<file path="src/rtl/snitch_icache_pkg.sv">
// Shared types and constants for the icache refill path.
// The top module declares its own beat struct at its FILL_DW; refill_beat_t is the default-width form.
package snitch_icache_pkg;

    localparam int unsigned REFILL_LEN_W      = 8;
    localparam int unsigned REFILL_DW_DEFAULT = 64;

    typedef enum logic {
        IDLE  = 1'b0,
        BURST = 1'b1
    } refill_state_e;

    typedef struct packed {
        logic [REFILL_DW_DEFAULT-1:0] data;
        logic                         error;
        logic                         last;
    } refill_beat_t;

    // Number of byte-offset bits inside one beat of width dw bits.
    function automatic int unsigned beat_offset(input int unsigned dw);
        return $clog2(dw / 8);
    endfunction

endpackage

</file>
<file path="src/rtl/fifo_v3.sv">
// Generic synchronous FIFO with optional fall-through, pointer-based storage.
module fifo_v3 #(
    parameter bit          FALL_THROUGH = 1'b0,
    parameter int unsigned DATA_WIDTH   = 32,
    parameter int unsigned DEPTH        = 8,
    parameter int unsigned ADDR_DEPTH   = (DEPTH > 1) ? $clog2(DEPTH) : 1
) (
    input  logic                  clk_i,
    input  logic                  rst_ni,
    input  logic                  flush_i,
    input  logic                  testmode_i,
    output logic                  full_o,
    output logic                  empty_o,
    output logic [ADDR_DEPTH-1:0] usage_o,
    input  logic [DATA_WIDTH-1:0] data_i,
    input  logic                  push_i,
    output logic [DATA_WIDTH-1:0] data_o,
    input  logic                  pop_i
);

    localparam logic [ADDR_DEPTH:0]   FULL_CNT = (ADDR_DEPTH + 1)'(DEPTH);
    localparam logic [ADDR_DEPTH-1:0] LAST_PTR = ADDR_DEPTH'(DEPTH - 1);

    logic [ADDR_DEPTH-1:0] rd_ptr_q, rd_ptr_d, wr_ptr_q, wr_ptr_d;
    logic [ADDR_DEPTH:0]   cnt_q, cnt_d;
    logic [DATA_WIDTH-1:0] mem_q [DEPTH];
    logic                  wr_en;
    logic                  testmode_unused;

    assign testmode_unused = testmode_i;
    assign full_o          = (cnt_q == FULL_CNT);
    assign usage_o         = cnt_q[ADDR_DEPTH-1:0];

    // NOTE: every variable driven here gets a default first, so no path can infer a latch.
    always_comb begin
        rd_ptr_d = rd_ptr_q;
        wr_ptr_d = wr_ptr_q;
        cnt_d    = cnt_q;
        wr_en    = 1'b0;
        data_o   = mem_q[rd_ptr_q];
        empty_o  = (cnt_q == '0);

        if (push_i && !full_o) begin
            wr_en    = 1'b1;
            wr_ptr_d = (wr_ptr_q == LAST_PTR) ? '0 : wr_ptr_q + 1'b1;
            cnt_d    = cnt_d + 1'b1;
        end
        if (pop_i && !empty_o) begin
            rd_ptr_d = (rd_ptr_q == LAST_PTR) ? '0 : rd_ptr_q + 1'b1;
            cnt_d    = cnt_d - 1'b1;
        end
        // Bypass: an empty fall-through FIFO presents the incoming word directly.
        if (FALL_THROUGH && (cnt_q == '0) && push_i) begin
            data_o  = data_i;
            empty_o = 1'b0;
            if (pop_i) begin
                wr_en    = 1'b0;
                wr_ptr_d = wr_ptr_q;
                cnt_d    = cnt_q;
            end
        end
        if (flush_i) begin
            rd_ptr_d = '0;
            wr_ptr_d = '0;
            cnt_d    = '0;
            wr_en    = 1'b0;
        end
    end

    // NOTE: storage is reset as well so the read port shows zero, not X, straight out of reset.
    always_ff @(posedge clk_i or negedge rst_ni) begin
        if (!rst_ni) begin
            rd_ptr_q <= '0;
            wr_ptr_q <= '0;
            cnt_q    <= '0;
            for (int i = 0; i < int'(DEPTH); i++) mem_q[i] <= '0;
        end else begin
            rd_ptr_q <= rd_ptr_d;
            wr_ptr_q <= wr_ptr_d;
            cnt_q    <= cnt_d;
            if (wr_en) mem_q[wr_ptr_q] <= data_i;
        end
    end

endmodule

</file>
<file path="src/rtl/snitch_icache_refill_responder.sv">
// Memory-side responder for icache refills: one burst at a time, reads pipelined
// against a credit limit so the response buffer can never overflow.
module snitch_icache_refill_responder
    import snitch_icache_pkg::*;
#(
    parameter int unsigned FILL_AW   = 32,
    parameter int unsigned FILL_DW   = 64,
    parameter int unsigned RSP_DEPTH = 2
) (
    input  logic                    clk_i,
    input  logic                    rst_ni,
    input  logic [FILL_AW-1:0]      refill_qaddr_i,
    input  logic [REFILL_LEN_W-1:0] refill_qlen_i,
    input  logic                    refill_qvalid_i,
    output logic                    refill_qready_o,
    output logic [FILL_DW-1:0]      refill_pdata_o,
    output logic                    refill_perror_o,
    output logic                    refill_plast_o,
    output logic                    refill_pvalid_o,
    input  logic                    refill_pready_i,
    output logic                    mem_req_o,
    output logic [FILL_AW-1:0]      mem_addr_o,
    input  logic                    mem_gnt_i,
    input  logic                    mem_rvalid_i,
    input  logic [FILL_DW-1:0]      mem_rdata_i,
    input  logic                    mem_rerror_i
);

    localparam int unsigned OFFS_W = beat_offset(FILL_DW);
    localparam int unsigned CNT_W  = REFILL_LEN_W + 1;
    localparam int unsigned BUF_AW = (RSP_DEPTH > 1) ? $clog2(RSP_DEPTH) : 1;
    localparam logic [FILL_AW-1:0] ADDR_MASK = ~((FILL_AW'(1) << OFFS_W) - FILL_AW'(1));

    typedef struct packed {
        logic [FILL_DW-1:0] data;
        logic               error;
        logic               last;
    } beat_t;

    refill_state_e             state_q, state_d;
    logic [FILL_AW-1:0]        base_q, base_d;
    logic [REFILL_LEN_W-1:0]   len_q, len_d;
    logic [CNT_W-1:0]          issued_q, issued_d;
    logic [CNT_W-1:0]          received_q, received_d;
    logic [CNT_W-1:0]          sent_q, sent_d;
    logic [CNT_W-1:0]          len_ext, inflight, occupancy, credit_used, buf_occ;
    logic                      buf_full, buf_empty, buf_push, buf_pop;
    logic [BUF_AW-1:0]         buf_usage;
    beat_t                     push_beat, head_beat;

    assign len_ext     = {1'b0, len_q};
    assign inflight    = issued_q - received_q;
    assign occupancy   = received_q - sent_q;
    // Every granted read holds one buffer slot until its beat leaves the buffer.
    assign credit_used = inflight + occupancy;

    assign refill_pvalid_o = ~buf_empty;
    assign refill_pdata_o  = head_beat.data;
    assign refill_perror_o = head_beat.error;
    assign refill_plast_o  = head_beat.last;
    assign buf_pop         = refill_pvalid_o & refill_pready_i;
    assign push_beat       = '{data: mem_rdata_i, error: mem_rerror_i, last: (received_q == len_ext)};

    always_comb begin
        state_d         = state_q;
        base_d          = base_q;
        len_d           = len_q;
        issued_d        = issued_q;
        received_d      = received_q;
        sent_d          = sent_q;
        refill_qready_o = 1'b0;
        mem_req_o       = 1'b0;
        mem_addr_o      = '0;
        buf_push        = 1'b0;

        unique case (state_q)
            IDLE: begin
                refill_qready_o = 1'b1;
                if (refill_qvalid_i) begin
                    base_d     = refill_qaddr_i & ADDR_MASK;
                    len_d      = refill_qlen_i;
                    issued_d   = '0;
                    received_d = '0;
                    sent_d     = '0;
                    state_d    = BURST;
                end
            end
            BURST: begin
                mem_req_o  = (issued_q <= len_ext) && (credit_used < CNT_W'(RSP_DEPTH));
                mem_addr_o = base_q + (FILL_AW'(issued_q) << OFFS_W);
                if (mem_req_o && mem_gnt_i) issued_d = issued_q + 1'b1;
                if (mem_rvalid_i) begin
                    buf_push   = 1'b1;
                    received_d = received_q + 1'b1;
                end
                if (buf_pop) begin
                    sent_d = sent_q + 1'b1;
                    if (head_beat.last) state_d = IDLE;
                end
            end
            default: state_d = IDLE;
        endcase
    end

    always_ff @(posedge clk_i or negedge rst_ni) begin
        if (!rst_ni) begin
            state_q    <= IDLE;
            base_q     <= '0;
            len_q      <= '0;
            issued_q   <= '0;
            received_q <= '0;
            sent_q     <= '0;
        end else begin
            state_q    <= state_d;
            base_q     <= base_d;
            len_q      <= len_d;
            issued_q   <= issued_d;
            received_q <= received_d;
            sent_q     <= sent_d;
        end
    end

    fifo_v3 #(
        .FALL_THROUGH (1'b0),
        .DATA_WIDTH   (FILL_DW + 2),
        .DEPTH        (RSP_DEPTH)
    ) i_rsp_buf (
        .clk_i      (clk_i),
        .rst_ni     (rst_ni),
        .flush_i    (1'b0),
        .testmode_i (1'b0),
        .full_o     (buf_full),
        .empty_o    (buf_empty),
        .usage_o    (buf_usage),
        .data_i     (push_beat),
        .push_i     (buf_push),
        .data_o     (head_beat),
        .pop_i      (buf_pop)
    );

    assign buf_occ = buf_full ? CNT_W'(RSP_DEPTH) : CNT_W'(buf_usage);

    assert property (@(posedge clk_i) disable iff (!rst_ni) mem_rvalid_i |-> (inflight != '0))
        else $error("mem_rvalid_i with no read in flight");

    assert property (@(posedge clk_i) disable iff (!rst_ni) buf_occ == occupancy)
        else $error("response buffer occupancy out of step with beat counters");

endmodule
</file>
<file path="config.mk">
export PLATFORM = sky130hd
export DESIGN_NAME = snitch_icache_refill_responder
export DESIGN_NICKNAME = d
export VERILOG_FILES = /design/src/rtl/snitch_icache_pkg.sv /design/src/rtl/fifo_v3.sv /design/src/rtl/snitch_icache_refill_responder.sv
export SDC_FILE = /design/constraint.sdc
export NUM_CORES = 1
export LEC_CHECK = 0
export ABC_CLOCK_PERIOD_IN_PS = 3800
export CAP_MARGIN = 20
export CORE_ASPECT_RATIO = 1.1
export CORE_UTILIZATION = 40
export DETAILED_ROUTE_END_ITERATION = 10
export GPL_TIMING_DRIVEN = 0
export PLACE_DENSITY = 0.67
export SLEW_MARGIN = 30
export SYNTH_ARGS = -nofsm -noshare
export SYNTH_HDL_FRONTEND = slang
export SYNTH_HIERARCHICAL = 1
export SYNTH_SLANG_ARGS = --single-unit
</file>
<file path="constraint.sdc">
create_clock -name clk_i -period 3.8 [get_ports clk_i]
set_clock_uncertainty 0.15 [all_clocks]
set_input_delay 0.38 -clock clk_i [delete_from_list [all_inputs] [get_ports clk_i]]
set_output_delay 0.38 -clock clk_i [all_outputs]
set_load 0.02 [all_outputs]
</file>
==> results of run 1 <==
==> report_power, final <==
group	internal, uW	total (uW)	switching [uW]
logic	3600	7410	3810
clock network	1490	2400	905
registers	3100	3720	616
==> registers in the layout, summed over array words and instances (netlist names) <==
name	flops
received_q	9
i_rsp_buf/cnt_q	2
base_q	29
i_rsp_buf/rd_ptr_q	1
sent_q	9
issued_q	9
i_rsp_buf/wr_ptr_q	1
state_q	1
i_rsp_buf/mem_q	132
len_q	8
==> area by class of cell <==
cell class | count | area, sq um | area share, %
Sequential cell | 201 | 5040 | 34.3
Tap cell | 357 | 447 | 3.04
Multi-Input combinational cell | 683 | 5670 | 38.6
Timing Repair Buffer | 225 | 2220 | 15.1
Clock buffer | 33 | 663 | 4.52
Buffer | 47 | 305 | 2.08
Antenna cell | 1 | 2.50 | 0.0170
Inverter | 47 | 176 | 1.20
Clock inverter | 9 | 160 | 1.09
==> worst max-delay path: cells and delay by family (launching register included) <==
family | cells | cell delay (ns)
compound gates | 1 | 0.40
fa+ha+maj | 3 | 1.38
mux | 1 | 0.33
buf+inv | 2 | 0.23
simple gates | 3 | 0.48
flops | 1 | 0.48
==> worst paths after layout <==
path / start / endpoint / slack [ns]
min: rst_ni / i_rsp_buf/mem_q[12] / 0.20
max in group asynchronous: rst_ni / issued_q[4] / 2.52
min reg2reg: i_rsp_buf/mem_q[32] / i_rsp_buf/mem_q[32] / 0.33
max reg2reg: received_q[2] / issued_q[1] / -0.22
min in group clk_i: refill_qaddr_i[4] / base_q[4] / 0.23
max: received_q[2] / mem_req_o / -0.56
==> what timing repair did <==
item | in CTS | in global routing
pin swaps | 15 | 20
buffers inserted | 12 | 5
hold endpoints to repair | 48 | 0
endpoints found under the setup margin | 32 | 28
hold buffers | 1 | 0
gates resized for setup | 75 | 44
==> layout by cell type (no fill, tap or decap), types with 6 or more instances in the layout <==
master             n
nor2_1            33
or4_1              6
nor3_1            12
o21ai_0           29
clkbuf_1          23
buf_2             11
o31ai_1            7
inv_2              6
and3_1             6
a21o_1             7
nand3_1           18
conb_1             9
clkbuf_16         23
buf_4             24
dfrtp_2            8
nand4_1           16
ha_1              30
nor4_4             9
buf_6             13
mux2i_1           16
clkdlybuf4s50_1  181
mux2_1            40
xor2_1             9
inv_1             41
nand2_1          144
xnor2_1           21
a21oi_1           21
dfrtp_1          193
mux2_2           159
dlygate4sd2_1      7
fa_1              15
==> cells by family (layout without fill, tap and decap cells) <==
group | count (synthesis) | after routing | synth area share [%]
AND/OR/NAND/NOR | 286 | 286 | 12.9
multiplexers | 216 | 216 | 22.1
flip-flops | 201 | 201 | 46.1
AO/OA/AOI/OAI | 94 | 94 | 5.46
buffers and inverters | 94 | 361 | 4.29
adder cells (fa/ha/maj) | 46 | 46 | 6.38
XOR/XNOR | 32 | 32 | 2.64
other | 1 | 10 | 0.0344
==> per-layer routing <==
layer / up-vias / track usage (%) / share of wire [%]
met5: - / 0 / 0
met3: 44 / 3.06 / 4.4
met2: 184 / 32.6 / 49
li1: 3902 / - / -
met4: 0 / 5.01 / 2.1
met1: 4060 / 26.2 / 44
==> per-stage QoR <==
step	std cells	instance area, sq um	setup WS [ns]	util [%]
2_1_floorplan	978	10900	0.00590	-
3_3_place_gp	1540	13400	-6.39	50.0
3_5_place_dp	1542	13500	-0.781	50.2
4_1_cts	1597	14500	-0.520	54.1
5_1_grt	1603	14700	-0.691	54.6
6_report	1603	14700	-0.559	54.6
==> metrics.md, run 1 <==
| Metric | Value |
|---|---|
| Drt pass-1 iters | `4` |
| Setup crit end kind | `primary output` |
| Register bit total from synthesis | `between 200 and 250` |
| First-pass GRT wire length | `between 40 and 50 mm` |
| Initial antenna violation count | `1` |
| Hold WS | `just over 0.2 ns` |
| GP Congestion | `~0.84` |
| Row count | `63` |
| Global Route Usage Sum | `approximately a fifth` |
| Fmax | `roughly 230 MHz` |
| Vias in the first global route | `slightly above 8000` |
| Port buffer count | `between 200 and 250` |
| CP max-delay cell | `fa_1` |
| Num Clock Sinks | `~200` |
| Most frequent CP cell | `fa_1` |
| 1st-iter DRT viols | `just over 300` |
| Synth unique cells | `63` |
| Layout area overhead | `34.7%` |
| DRC | `0` |
| Ranking of synthesized cells by area | `dfrtp_1 46%, mux2_2 16%, nand2_1 5.0%, mux2_1 4.2%, ha_1 3.4%` |
| Failing checks | `negative setup slack` |
| Endpoints failing setup | `6` |
| Top-Level Pins | `212` |
| Post-DP HPWL | `between 15 and 20 mm` |
| Vias per std cell | `5.11` |
| Number of hold violations in the final report | `0` |
| Cells after Synth | `970` |
| Peak VDD IR | `between 600 and 700 uV` |
| Mapped Avg Cell Area | `11.2 sq um` |
| Arrival @ worst endpoint | `3.83 ns` |
| Asr flop ratio synth | `100%` |
| Crit path required time | `between 3 and 4 ns` |
| Tightest Pin Transition | `0.794 ns` |
| Crit path max fanout | `7` |
| Final min period | `about 4.4 ns` |
| CP Launch Type | `flop` |
| Worst reg-to-reg path cell count | `12` |
| Max incr delay on CP | `around 0.52 ns` |
| Largest area contributor in the netlist | `dfrtp_1` |
| Max Cap Viol | `0` |
| Status | `finished with violations` |
| PD cells | `between 900 and 1000 nW/um^2` |
| Final WL | `27.2 mm` |
| Slew HR | `a little under half` |
| Final Max Tran Viols | `0` |
| WS Path Type | `reg2out` |
| Register area share after synthesis | `between 40 and 50%` |
| FILL cells | `between 2000 and 2500` |
| Worst skew pair latency | `about 0.52 ns` |
| Final period util | `115%` |
| Die Ht | `roughly 180 microns` |
| Root Buffer | `clkbuf_16` |
| Starting density of the core | `40.6%` |
| Post-synth top flop | `dfrtp_1` |
| Core area | `26900 sq um` |
| CTS max path bufs | `3` |
| HP Class | `in2async` |
| CTS tree | `done` |
| Die Width | `approximately 160 microns` |
| RSZ-0062 raised after global routing | `true` |
| Grt total ovfl | `0` |
| Most frequent cell after synthesis | `dfrtp_1` |
| Layout cells sized above 1 | `approximately a quarter` |
| Nets | `1385` |
| Vias | `about 8200` |
| Top cell type's share of synthesized area | `46.1%` |
| Syn Std Cell Area | `~11000 sq um` |
| Total CTS buffers | `23` |
| Largest net degree at the start of global routing | `86` |
| Post-synth top cells | `201 x dfrtp_1, 159 x mux2_2, 144 x nand2_1` |
| Ys Warns | `6` |
| Lkg Pwr | `between 0.006 and 0.007 uW` |
| Setup TNS | `-1.13 ns` |
| DR WL/cell | `~17 microns` |
| Post-synth EDFFs | `0` |
| Clock transition at path regs | `0.06 ns` |
| Final worst setup slack | `-0.559 ns` |
| H-Tree Level Count | `1` |
| Cell Chain, Critical Path | `fa_1, fa_1, inv_1, ha_1, nand2_1, o31ai_2, mux2i_1, nand4_4, nor4_4, buf_4` |
| Die ar. | `roughly 28000 sq um` |
| Post-route ant nets | `0` |
| Final total power | `13500 uW` |
Power figures use the tool's default switching activity.
==> run 2, diff against run 1 <==
- MAX_ROUTING_LAYER: default -> met4
- SKIP_CTS_REPAIR_TIMING: default -> 1
==> run 2 against run 1 <==
The flow still finishes with violations (negative setup slack). Sequential share of layout area rose by 0.18 points. Non-clock buffer count rose by 2. Cell count rose by 0.12%. Clock power barely moved. Register-to-register slack got worse by 0.15 ns. Total power fell by 2.5%. Worst setup slack improved by 0.034 ns. Sequential power barely moved. Clock-buffer cell count did not move. Wire length fell by 0.87%. Utilization fell by 0.28 points. Combinational power fell by 4.5%. Largest cell class unchanged.
==> metrics.md, run 2 (synthesis results as in run 1) <==
| Metric | Value |
|---|---|
| Row count | `63` |
| First-pass GRT wire length | `between 40 and 50 mm` |
| Final WL | `27.0 mm` |
| 1st-iter DRT viols | `between 300 and 400` |
| Most frequent cells in the layout | `193 x dfrtp_1, 182 x clkdlybuf4s50_1, 159 x mux2_2, 144 x nand2_1` |
| Endpoints failing setup | `10` |
| Die Ht | `175 microns` |
| Failing checks | `negative setup slack` |
| Layout cells sized above 1 | `between 20% and 30%` |
| CTS max path bufs | `3` |
| Setup crit end kind | `primary output` |
| Die Width | `159 microns` |
| Status | `finished with violations` |
| GP Congestion | `0.858` |
| Global Route Usage Sum | `approximately a fifth` |
| H-Tree Level Count | `1` |
| Final total power | `13200 uW` |
| Vias per std cell | `between 5 and 6` |
| Vias | `8120` |
| Hold WS | `about 0.20 ns` |
| Clock transition at path regs | `0.06 ns` |
| Arrival @ worst endpoint | `approximately 3.8 ns` |
| Drt pass-1 iters | `6` |
| Nets | `around 1400` |
| Final min period | `4.32 ns` |
| Total CTS buffers | `23` |
| Biggest regs | `i_rsp_buf/mem_q: 132 flops, base_q: 29 flops` |
| Grt total ovfl | `0` |
| Final Cell Area | `around 15000 sq um` |
| Post-route ant nets | `0` |
| Port buffer count | `~210` |
| Lkg Pwr | `approximately 0.0065 uW` |
| Number of hold violations in the final report | `0` |
| Peak VDD IR | `607 uV` |
| Initial antenna violation count | `1` |
| CTS tree | `done` |
| Final worst setup slack | `-0.525 ns` |
| DR WL/cell | `~17 microns` |
| Max reg flops | `about 130` |
| HP Class | `in2async` |
| Num Clock Sinks | `~200` |
| DRC | `0` |
| Die ar. | `around 28000 sq um` |
| Starting density of the core | `between 40 and 50%` |
| Layout area overhead | `34.0%` |
| RSZ-0062 raised after global routing | `true` |
| Core area | `26900 sq um` |
| CP Launch Type | `flop` |
| Top reg by flops | `i_rsp_buf/mem_q` |
| Vias in the first global route | `between 8000 and 9000` |
| Cell Area, Placed | `~14000 sq um` |
| Final Max Tran Viols | `0` |
| Post-DP HPWL | `19.5 mm` |
| Crit path max fanout | `2` |
| Final period util | `114%` |
| Root Buffer | `clkbuf_16` |
| Slew HR | `37.6%` |
| Fmax | `between 200 and 250 MHz` |
| Commonest non-fill, non-tap cell in the layout | `dfrtp_1` |
| Largest net degree at the start of global routing | `86` |
| Top-Level Pins | `212` |
| Worst skew pair latency | `between 0.5 and 0.6 ns` |
| Tightest Pin Transition | `roughly 0.94 ns` |
| PD cells | `between 900 and 1000 nW/um^2` |
| Max Cap Viol | `0` |
| WS Path Type | `reg2out` |
| Crit path required time | `~3.3 ns` |
## run 2: area by class of cell
class / instances / area [sq um]
buffer: 47 / 309
clock inverter: 9 / 160
multi-input combinational: 683 / 5560
timing repair buffer: 227 / 2250
antenna: 1 / 2.50
clock buffer: 33 / 663
fill: 2376 / 12300
tap: 357 / 447
sequential: 201 / 5040
inverter: 47 / 176
## run 2: where the power goes
group	switching, uW	internal, uW
clock	906	1490
combinational	3590	3490
sequential	617	3100
## run 2: worst paths after layout
kind	start	endpoint	slack, ns	depth (start not counted)
max	sent_q[0]	mem_req_o	-0.52	13
min	rst_ni	i_rsp_buf/mem_q[12]	0.20	2
max reg2reg	sent_q[0]	issued_q[6]	-0.37	15
min reg2reg	i_rsp_buf/mem_q[32]	i_rsp_buf/mem_q[32]	0.33	1
max in group asynchronous	rst_ni	issued_q[4]	2.50	3
min in group clk_i	refill_qaddr_i[4]	base_q[4]	0.24	3
## run 2: worst max-delay path, stage by stage, from the launching register on
cell      delay, ns
dfrtp_2        0.38
inv_2          0.04
fa_1           0.54
inv_2          0.04
fa_1           0.53
nor2_2         0.06
fa_2           0.37
a21o_1         0.20
a221oi_4       0.28
buf_4          0.18
xor2_2         0.18
nand4_4        0.12
nor4_4         0.17
buf_4          0.18
## run 2: per-stage QoR
step	std cells	util, %	setup slack [ns]	TNS [ns]
2_1_floorplan	978	-	0.00590	0
3_3_place_gp	1540	50.0	-6.39	-1284.41
3_5_place_dp	1542	50.2	-0.781	-4.27
4_1_cts	1584	53.3	-1.35	-15.16
5_1_grt	1605	54.4	-0.659	-4.20
6_report	1605	54.4	-0.525	-2.61
## run 2: routing by layer
metal,track usage [%],wire length (microns),vias to the layer above,part of all wire (%)
met5,-,0,-,0
met4,5.41,672,0,2.5
met3,2.94,1070,48,4.0
met2,31.7,13000,186,48
met1,26.1,12300,3981,45
li1,-,-,3905,-
==> run 3, diff against run 2 <==
- ABC_AREA: default -> 1
==> run 3 against run 2 <==
The flow still finishes with violations (negative setup slack). Total power shrank 26%. First-iteration DRC count grew 110%. Synthesized cell count grew 51%. Design area grew 1.2%. Clock power grew 3%. Clock-buffer cell count shrank 2. Largest power group unchanged. Worst setup slack gained 0.19 ns. Flip-flop and latch count is the same. Critical path type unchanged. Highest routed layer unchanged. Wire length grew 18%. Combinational power shrank 41%. Cell count grew 30%.
==> metrics.md, run 3 <==
| Metric | Value |
|---|---|
| Status | `finished with violations` |
| Failing checks | `negative setup slack` |
| Port buffer count | `205` |
| Register bit total from synthesis | `201` |
| Post-place setup slack | `-0.335 ns` |
| Largest net degree at the start of global routing | `75` |
| WS Path Type | `reg2out` |
| Die ar. | `between 20000 and 30000 sq um` |
| 1st-iter DRT viols | `slightly above 700` |
| Final worst setup slack | `-0.339 ns` |
| Endpoints failing setup | `1` |
| Sw Share | `between 30% and 40%` |
| Number of hold violations in the final report | `0` |
| Top-Level Pins | `about 210` |
| Total CTS buffers | `24` |
| CTS max path bufs | `3` |
| GP Congestion | `0.879` |
| NetSw | `around 3700 uW` |
| Crit path max fanout | `5` |
| Crit. Startpoint | `received_q[0]` |
| Mapped Avg Cell Area | `~7.6 sq um` |
| FF-to-FF Start | `received_q[0]` |
| Syn Std Cell Area | `11100 sq um` |
| Post-synth top flop | `dfrtp_1` |
| Slew HR | `a little over half` |
| RSZ-0062 raised after global routing | `true` |
| Asr flop ratio synth | `100%` |
| Post-DP HPWL | `23.3 mm` |
| Crit path required time | `between 3 and 4 ns` |
| Ys Warns | `6` |
| CP Launch Type | `flop` |
| Row count | `63` |
| Final period util | `109%` |
| Max reg flops | `roughly 130` |
| Layout area overhead | `32.7%` |
| Post-synth top cells | `555 x nand2_1, 201 x dfrtp_1, 168 x inv_1` |
| Initial antenna violation count | `3` |
| Clock transition at path regs | `about 0.060 ns` |
| Commonest non-fill, non-tap cell in the layout | `nand2_1` |
| Top cell type's share of synthesized area | `between 40% and 50%` |
| Multi-input logic area | `approximately 5100 sq um` |
| Combinational power share | `between 40 and 50%` |
| HP Class | `in2async` |
| Most frequent cell after synthesis | `nand2_1` |
| Post-synth EDFFs | `0` |
| Root Buffer | `clkbuf_16` |
| CTS tree | `done` |
| Global Route Usage Sum | `a little under a quarter` |
| Ranking of synthesized cells by area | `dfrtp_1 45%, nand2_1 19%, inv_1 5.7%, o21ai_0 4.4%, o21ai_1 3.4%` |
| Final min period | `about 4.1 ns` |
| Grt total ovfl | `0` |
| Fmax | `242 MHz` |
| Die Ht | `between 150 and 200 microns` |
| Peak VDD IR | `between 600 and 700 uV` |
| Hold WS | `approximately 0.23 ns` |
| Final Max Tran Viols | `0` |
| Lkg Pwr | `0.00763 uW` |
| Tightest Pin Transition | `about 0.68 ns` |
| Post-route ant nets | `0` |
| Drt pass-1 iters | `5` |
| Most frequent cells in the layout | `554 x nand2_1, 198 x dfrtp_1, 185 x clkdlybuf4s50_1, 166 x inv_1, 97 x o21ai_0` |
| Final WL | `~32 mm` |
| Num Clock Sinks | `between 200 and 250` |
| FILL cells | `around 2600` |
| Core area | `about 27000 sq um` |
| Top reg by flops | `i_rsp_buf/mem_q` |
| Starting density of the core | `about 40%` |
| Die Width | `~160 microns` |
| Max Cap Viol | `0` |
| DRC | `0` |
| First-pass GRT wire length | `roughly 51 mm` |
| DR WL/cell | `15.3 microns` |
| Worst skew pair latency | `between 0.5 and 0.6 ns` |
| Vias in the first global route | `9734` |
| Vias per std cell | `between 4 and 5` |
| Largest area contributor in the netlist | `dfrtp_1` |
| Synth unique cells | `45` |
| PD cells | `approximately 660 nW/um^2` |
| Final total power | `roughly 10000 uW` |
| Nets | `roughly 1900` |
| Cells after Synth | `roughly 1500` |
| Biggest regs | `i_rsp_buf/mem_q: 132 flops, base_q: 29 flops` |
| Power Internal | `6040 uW` |
| Clock power share | `around a quarter` |
| Reg area | `5030 sq um` |
| Layout Utilization | `between 50% and 60%` |
| Arrival @ worst endpoint | `~3.6 ns` |
| Setup crit end kind | `primary output` |
| Vias | `a little over 10000` |
| Seq pwr share | `around a third` |
| Layout cells sized above 1 | `roughly 7.8%` |
| Register area share after synthesis | `45.1%` |
| H-Tree Level Count | `1` |
run 3: cell types whose count changed after synthesis, sizes merged, moves of 7 or more:
cell / change
nand2: +414
mux2: -200
o21ai: +153
inv: +128
nor2: +43
nand3: +34
mux2i: -16
xnor2: -11
a21oi: +10
buf: +8
nor4: -8
o31ai: -7
run 3: critical path, cell delays in order (launching register included):
cell     delay [ns]
dfrtp_1        0.41
inv_4          0.07
fa_1           0.52
inv_2          0.04
fa_1           0.51
nor2_4         0.12
fa_2           0.43
or2_1          0.22
a21oi_2        0.10
nand2_1        0.07
nor2_2         0.17
nand4_1        0.12
nor3_2         0.17
buf_4          0.15
run 3: per-stage QoR:
step	instance area [sq um]	setup TNS, ns	instances
global placement	13700	-1289.38	2028
detailed placement	13700	-0.335	2030
global route	14800	-0.538	2092
CTS	14600	-2.32	2074
floorplan	11200	0	1466
finish	14800	-0.339	2093
run 3: worst paths after layout:
path / slack (ns) / cells after the start / to
setup / recovery: -0.34 / 13 / mem_req_o
min in group clk_i: 0.26 / 3 / base_q[8]
setup reg to reg: 0.14 / 17 / issued_q[2]
hold reg to reg: 0.33 / 2 / i_rsp_buf/mem_q[73]
max in group asynchronous: 2.53 / 3 / i_rsp_buf/mem_q[76]
hold / removal: 0.23 / 2 / base_q[25]
run 3: power by group through the flow:
stage | logic (uW) | clock network, uW | registers (uW)
5_1_grt | 4770 | 2590 | 3210
2_1_floorplan | 2820 | 0 | 3070
4_1_cts | 4120 | 2510 | 3130
3_3_place_gp | 4010 | 0 | 3150
3_5_place_dp | 4090 | 0 | 3160
6_report | 4190 | 2460 | 3130
run 3: area by class of cell:
class                   count  area share [%]
diodes                      4          0.0677
plain buffers              61            2.66
clock buffers              31            4.59
clock inverters            13            1.19
inverters                 175            4.49
multi-input cells        1030            34.7
flip-flops and latches    201            34.0
well taps                 357            3.02
repair buffers            221            15.2
run 3: logic make-up (layout without fill, tap and decap cells):
family                   count (synthesis)  count (layout)  synth area share (%)
XOR/XNOR                                26              26                  2.04
other                                    1              10                0.0336
AND/OR/NAND/NOR                        719             720                  26.0
buffers and inverters                  236             501                  9.46
AO/OA/AOI/OAI                          232             232                  11.1
adder cells (fa/ha/maj)                 46              46                  6.24
flip-flops                             201             201                  45.1
run 3: routing by layer:
metal	vias to the layer above	share of wire (%)	global-route usage, %
li1	5081	-	-
met1	4936	44	30.1
met2	287	47	35.9
met3	64	6.4	3.70
met4	0	2.7	7.31
met5	-	0	-
